===== config.mk =====
export PLATFORM = sky130hd
export DESIGN_NAME = bin2bcd_4dig
export DESIGN_NICKNAME = d
export VERILOG_FILES = /design/src/rtl/bin2bcd_4dig_pkg.sv /design/src/rtl/bin2bcd_4dig_add3.sv /design/src/rtl/bin2bcd_4dig.sv
export SDC_FILE = /design/constraint.sdc
export NUM_CORES = 1
export LEC_CHECK = 0
export CAP_MARGIN = 20
export CORE_ASPECT_RATIO = 0.6
export CORE_MARGIN = 2
export CORE_UTILIZATION = 45
export CTS_CLUSTER_SIZE = 28
export DETAILED_ROUTE_END_ITERATION = 8
export PLACE_DENSITY = 0.75
export REMOVE_ABC_BUFFERS = 1
export SYNTH_ARGS = -nofsm -noshare
export SYNTH_HDL_FRONTEND = slang
export SYNTH_SLANG_ARGS = --single-unit

===== constraint.sdc =====
create_clock -name clk -period 1.8 [get_ports clk]
set_input_delay 0.36 -clock clk [delete_from_list [all_inputs] [get_ports clk]]
set_output_delay 0.36 -clock clk [all_outputs]
set_load 0.005 [all_outputs]

===== src/rtl/bin2bcd_4dig_pkg.sv =====
// ---------------------------------------------------------------------------
// bin2bcd_4dig_pkg
//   Shared constants and state encoding for the binary-to-BCD converter and
//   the display-side blocks that consume its result.
//
//   BCD_MAX_VAL : largest value representable in four BCD digits
//   BCD_DIGITS  : number of packed BCD digits on the result bus
//   BCD_W       : width of the packed BCD result
//   bcd_state_e : converter state encoding (IDLE, SHIFT)
// ---------------------------------------------------------------------------
package bin2bcd_4dig_pkg;

    localparam int BCD_MAX_VAL = 9999;
    localparam int BCD_DIGITS  = 4;
    localparam int BCD_W       = 4 * BCD_DIGITS;

    typedef enum logic {
        ST_IDLE  = 1'b0,
        ST_SHIFT = 1'b1
    } bcd_state_e;

endpackage : bin2bcd_4dig_pkg


===== src/rtl/bin2bcd_4dig_add3.sv =====
// ---------------------------------------------------------------------------
// bcd_add3
//   Combinational double-dabble correction cell: a BCD nibble that is 5 or
//   more gets +3 so that the following left shift carries into the next
//   digit instead of producing an illegal code.
//
//   d_in  : scratch nibble before correction
//   d_out : corrected nibble
// ---------------------------------------------------------------------------
module bcd_add3 (
    input  logic [3:0] d_in,
    output logic [3:0] d_out
);

    always_comb begin
        if (d_in >= 4'd5) begin
            d_out = d_in + 4'd3;
        end else begin
            d_out = d_in;
        end
    end

endmodule : bcd_add3


===== src/rtl/bin2bcd_4dig.sv =====
// ---------------------------------------------------------------------------
// bin2bcd_4dig
//   Sequential binary-to-BCD converter (iterative double-dabble, one shift
//   per clock). Inputs above 9999 saturate to 9999 and raise ovf. The result
//   and ovf are only updated on the final iteration, so the display driver
//   never sees a partially converted value.
//
//   clk     : system clock, rising edge
//   reset   : asynchronous active-low reset
//   start   : conversion request, sampled only while idle
//   bin_in  : unsigned binary value, sampled on the accepting edge
//   busy    : high while a conversion is in progress
//   done    : one-cycle pulse when bcd_out/ovf have been updated
//   bcd_out : packed BCD result, [3:0] least significant digit
//   ovf     : last accepted bin_in exceeded 9999
// ---------------------------------------------------------------------------
module bin2bcd_4dig
    import bin2bcd_4dig_pkg::*;
#(
    parameter int BIN_W = 14
) (
    input  logic             clk,
    input  logic             reset,
    input  logic             start,
    input  logic [BIN_W-1:0] bin_in,
    output logic             busy,
    output logic             done,
    output logic [BCD_W-1:0] bcd_out,
    output logic             ovf
);

    localparam int               CNT_W     = $clog2(BIN_W + 1);
    localparam logic [CNT_W-1:0] LAST_ITER = CNT_W'(BIN_W - 1);
    // Only reachable when BIN_W is wide enough to exceed 9999.
    localparam logic [BIN_W-1:0] SAT_VAL   = BIN_W'(BCD_MAX_VAL);

    bcd_state_e       state_q,   state_d;
    logic [BIN_W-1:0] work_q,    work_d;
    logic [BCD_W-1:0] scratch_q, scratch_d;
    logic [CNT_W-1:0] cnt_q,     cnt_d;
    logic             pend_q,    pend_d;
    logic [BCD_W-1:0] bcd_q,     bcd_d;
    logic             ovf_q,     ovf_d;
    logic             done_q,    done_d;

    logic [BCD_W-1:0] scratch_adj;
    logic [BCD_W-1:0] scratch_nxt;
    logic             in_over;

    // Adjust stage: one correction cell per digit.
    for (genvar gi = 0; gi < BCD_DIGITS; gi++) begin : g_add3
        bcd_add3 u_add3 (
            .d_in  (scratch_q[4*gi +: 4]),
            .d_out (scratch_adj[4*gi +: 4])
        );
    end

    // Shift stage: MSB of the working register enters the scratch LSB.
    assign scratch_nxt = {scratch_adj[BCD_W-2:0], work_q[BIN_W-1]};

    assign in_over = (32'(bin_in) > 32'(BCD_MAX_VAL));

    always_comb begin
        state_d   = state_q;
        work_d    = work_q;
        scratch_d = scratch_q;
        cnt_d     = cnt_q;
        pend_d    = pend_q;
        bcd_d     = bcd_q;
        ovf_d     = ovf_q;
        done_d    = 1'b0;

        case (state_q)
            ST_IDLE: begin
                if (start) begin
                    work_d    = in_over ? SAT_VAL : bin_in;
                    pend_d    = in_over;
                    scratch_d = '0;
                    cnt_d     = '0;
                    state_d   = ST_SHIFT;
                end
            end

            ST_SHIFT: begin
                scratch_d = scratch_nxt;
                work_d    = work_q << 1;
                cnt_d     = cnt_q + CNT_W'(1);
                if (cnt_q == LAST_ITER) begin
                    bcd_d   = scratch_nxt;
                    ovf_d   = pend_q;
                    done_d  = 1'b1;
                    state_d = ST_IDLE;
                end
            end

            default: begin
                state_d = ST_IDLE;
            end
        endcase
    end

    always_ff @(posedge clk or negedge reset) begin
        if (!reset) begin
            state_q   <= ST_IDLE;
            work_q    <= '0;
            scratch_q <= '0;
            cnt_q     <= '0;
            pend_q    <= 1'b0;
            bcd_q     <= '0;
            ovf_q     <= 1'b0;
            done_q    <= 1'b0;
        end else begin
            state_q   <= state_d;
            work_q    <= work_d;
            scratch_q <= scratch_d;
            cnt_q     <= cnt_d;
            pend_q    <= pend_d;
            bcd_q     <= bcd_d;
            ovf_q     <= ovf_d;
            done_q    <= done_d;
        end
    end

    assign busy    = (state_q == ST_SHIFT);
    assign done    = done_q;
    assign bcd_out = bcd_q;
    assign ovf     = ovf_q;

endmodule : bin2bcd_4dig


==> results.yml <==
run_status:
  outcome: "finished, final reports clean"
synthesis:
  synth_seq_area_share: 0.501
  synth_top_cell_by_area: "dfrtp_1"
  ys_warn_count: 0
  synth-seq-cells: 54
  syn_inst: 261
  syn_area_um2: 2700
  synth.distinct_cells: 34
  synth_top_area_share: 0.501
  synth_area_leaders: "dfrtp_1 50%, mux2i_1 6.7%, nand2_1 5.7%"
  synth_area_per_cell_um2: 10.3
die:
  start_util: 0.476
  std_cell_rows: 21
  die_y_um: 64.0
  die_w_um: 104
  io_pins: 36
  die-area_um2: 6650
  fp.coreArea_um2: 5680
clock_network:
  h-tree-depth: 2
  hold_buffers: 0
  clk_pin_slew_ps: 90
  cts_inserted_buffers: 5
  cts_tree: "yes"
  clk_latency_ps: 310
  cts.sinks: 54
  cts-root-buf: "clkbuf_8"
  clockBufferDepth: 2
power_and_ir_drop:
  power_leakage_nw: 1.60
  vdd_drop_max_mv: 0.639
  finalPower_mw: 5.47
  p_per_area_nw_per_um2: 1660
sta:
  timing.final.max_slew_violations: 0
  fin_skew_ps: 6.69
  hold_violations: 0
  post-route-period-util: 0.928
  fmax_mhz: 598
  setup_viol: 0
  rsz0062_at_grt: "no"
  min_period_ps: 1670
  worstMarginPinSlew_ps: 308
  slew_headroom: 0.795
global_route:
  overflow: 0
  grt_pass1_vias: 1860
  busiest_layer: "met2"
  antenna_found_initial: 0
  grt_use_met3: 0.0490
  grt.total_usage: 0.171
  grt_pass1_wl_um: 9040
  use_met2: 0.262
  grtUsageMet1: 0.244
  grt_max_degree: 55
route:
  drc: 0
  wl_um: 5230
  viasPerCell: 5.07
  vias: 1937
  routedWlPerCell_um: 13.7
  antenna_left: 0
  drtIter0Drc: 73
  first_pass_iters: 4
place:
  dp_hpwl_um: 3740
  io_buffers: 35
  place_inst: 374
  gp_congestion: 0.812
critical_path:
  ff2ff_path_depth: 6
  r2r_setup_slack_ps: 130
  end_kind: "flip-flop"
  crit_required_ps: 2030
  rr_endpoint: "bcd_out[2]$_DFFE_PN0P_"
  crit_type: "flip-flop to flip-flop"
  cp-start-kind: "flip-flop"
  cp.arrival_ps: 1900
  critPathMaxFanout: 5
  r2r-start: "scratch_q[0]$_DFFE_PN0P_"
cells_and_area:
  layout.cells.non_filler: 382
  syn_to_final_growth_pct: 21.7
  multi_input_area_um2: 1220
  nNetsFinal: 328
  register_area_um2: 1350
  drive_gt1_frac: 0.126
  diodes: 0
  fillers: 521
hold_path:
  holdCritPathClass: "input port to async pin"
job:
  cap_violations: 0
## through the flow
stage | utilization | setup TNS, ps | cell area [um^2] | hold WS (ps) | worst slack, ps
CTS | 0.578 | 0 | 3280 | 44.4 | 58.0
global placement | 0.559 | 0 | 3170 | 378 | 84.1
global route | 0.579 | 0 | 3290 | 40.5 | 11.3
floorplan | - | -14510 | 2630 | 64.4 | -954
finish | 0.579 | 0 | 3290 | 24.4 | 129
detailed placement | 0.559 | 0 | 3170 | 380 | 78.1
## kinds of logic after synthesis
| group | after synthesis | synth area share |
|---|---|---|
| flops | 54 | 0.501 |
| buf+inv | 27 | 0.0482 |
| compound gates | 56 | 0.123 |
| simple gates | 79 | 0.147 |
| xor+xnor | 6 | 0.0195 |
| mux | 29 | 0.115 |
| fa+ha+maj | 10 | 0.0464 |
## critical path, cell delays in order, from the launching register on
cell	delay [ps]
dfrtp_1	400
inv_1	120
ha_1	260
nand2b_1	110
a21oi_2	210
mux2_2	360
o21ai_0	140
## synth_stat cells, drive strengths merged
| library cell | number |
|---|---|
| a21bo | 1 |
| a21o | 5 |
| a21oi | 17 |
| a22o | 2 |
| a22oi | 1 |
| a311oi | 3 |
| and2 | 1 |
| buf | 10 |
| clkbuf | 2 |
| dfrtp | 54 |
| ha | 10 |
| inv | 15 |
| mux2 | 11 |
| mux2i | 18 |
| nand2 | 41 |
| nand2b | 6 |
| nand3 | 6 |
| nand4 | 1 |
| nand4b | 1 |
| nor2 | 7 |
| nor3 | 2 |
| nor3b | 13 |
| nor4 | 1 |
| o21ai | 25 |
| o31ai | 2 |
| xnor2 | 5 |
| xor2 | 1 |
## cell usage in the layout, fill, tap and decap left out, types with 2 or more instances in the layout
cell type,count
inv_1,14
o21ai_0,24
ha_1,10
nor2_1,7
buf_12,2
a21oi_2,4
mux2_2,9
a22o_1,2
a311oi_1,3
o31ai_1,2
dfrtp_1,53
nand2_1,41
nor3b_1,13
clkbuf_1,2
clkdlybuf4s50_1,34
a21oi_1,13
xnor2_1,5
buf_4,8
nand2b_1,6
a21o_1,4
clkbuf_8,5
nor3_1,2
mux2_4,2
mux2i_1,18
nand3_1,6
## state kept, by name (all words and copies together) (netlist names)
register / cells
done: 1
bcd_out: 16
scratch_q: 16
work_q: 14
ovf: 1
busy: 1
pend_q: 1
cnt_q: 4
## worst max-delay path by stage
stage	start	cells after the start	end	slack, ps
2_1_floorplan	busy$_DFF_PN0_	3	bcd_out[10]$_DFFE_PN0P_	-950
3_3_place_gp	bin_in[8]	5	work_q[6]$_DFFE_PN0P_	80
3_5_place_dp	start	5	work_q[1]$_DFFE_PN0P_	80
4_1_cts	scratch_q[0]$_DFFE_PN0P_	6	bcd_out[2]$_DFFE_PN0P_	60
5_1_grt	scratch_q[0]$_DFFE_PN0P_	6	bcd_out[2]$_DFFE_PN0P_	10
6_report	scratch_q[0]$_DFFE_PN0P_	6	bcd_out[2]$_DFFE_PN0P_	130
## report_power, final
| part | leakage (nW) | internal, mW | switching, mW |
|---|---|---|---|
| clock network | 0.0524 | 0.417 | 0.388 |
| registers | 0.680 | 1.76 | 0.408 |
| logic | 0.864 | 1.33 | 1.17 |
## cell type report
class / instances / area share
Clock inverter: 1 / 0.00914
Sequential cell: 54 / 0.412
Inverter: 15 / 0.0171
Tap cell: 80 / 0.0305
Clock buffer: 7 / 0.0232
Timing Repair Buffer: 45 / 0.136
Multi-Input combinational cell: 180 / 0.373
## layer usage
layer  wire length [um]  vias up
li1                   -      973
met1               2680      921
met2               2260       38
met3                259        5
met4                 34        0
met5                  0        -
## what timing repair did
action	CTS	global route
setup buffers	0	0
setup endpoints to repair	0	4
gates resized for setup	0	2
No activity file was read; power rests on OpenSTA's default activity.
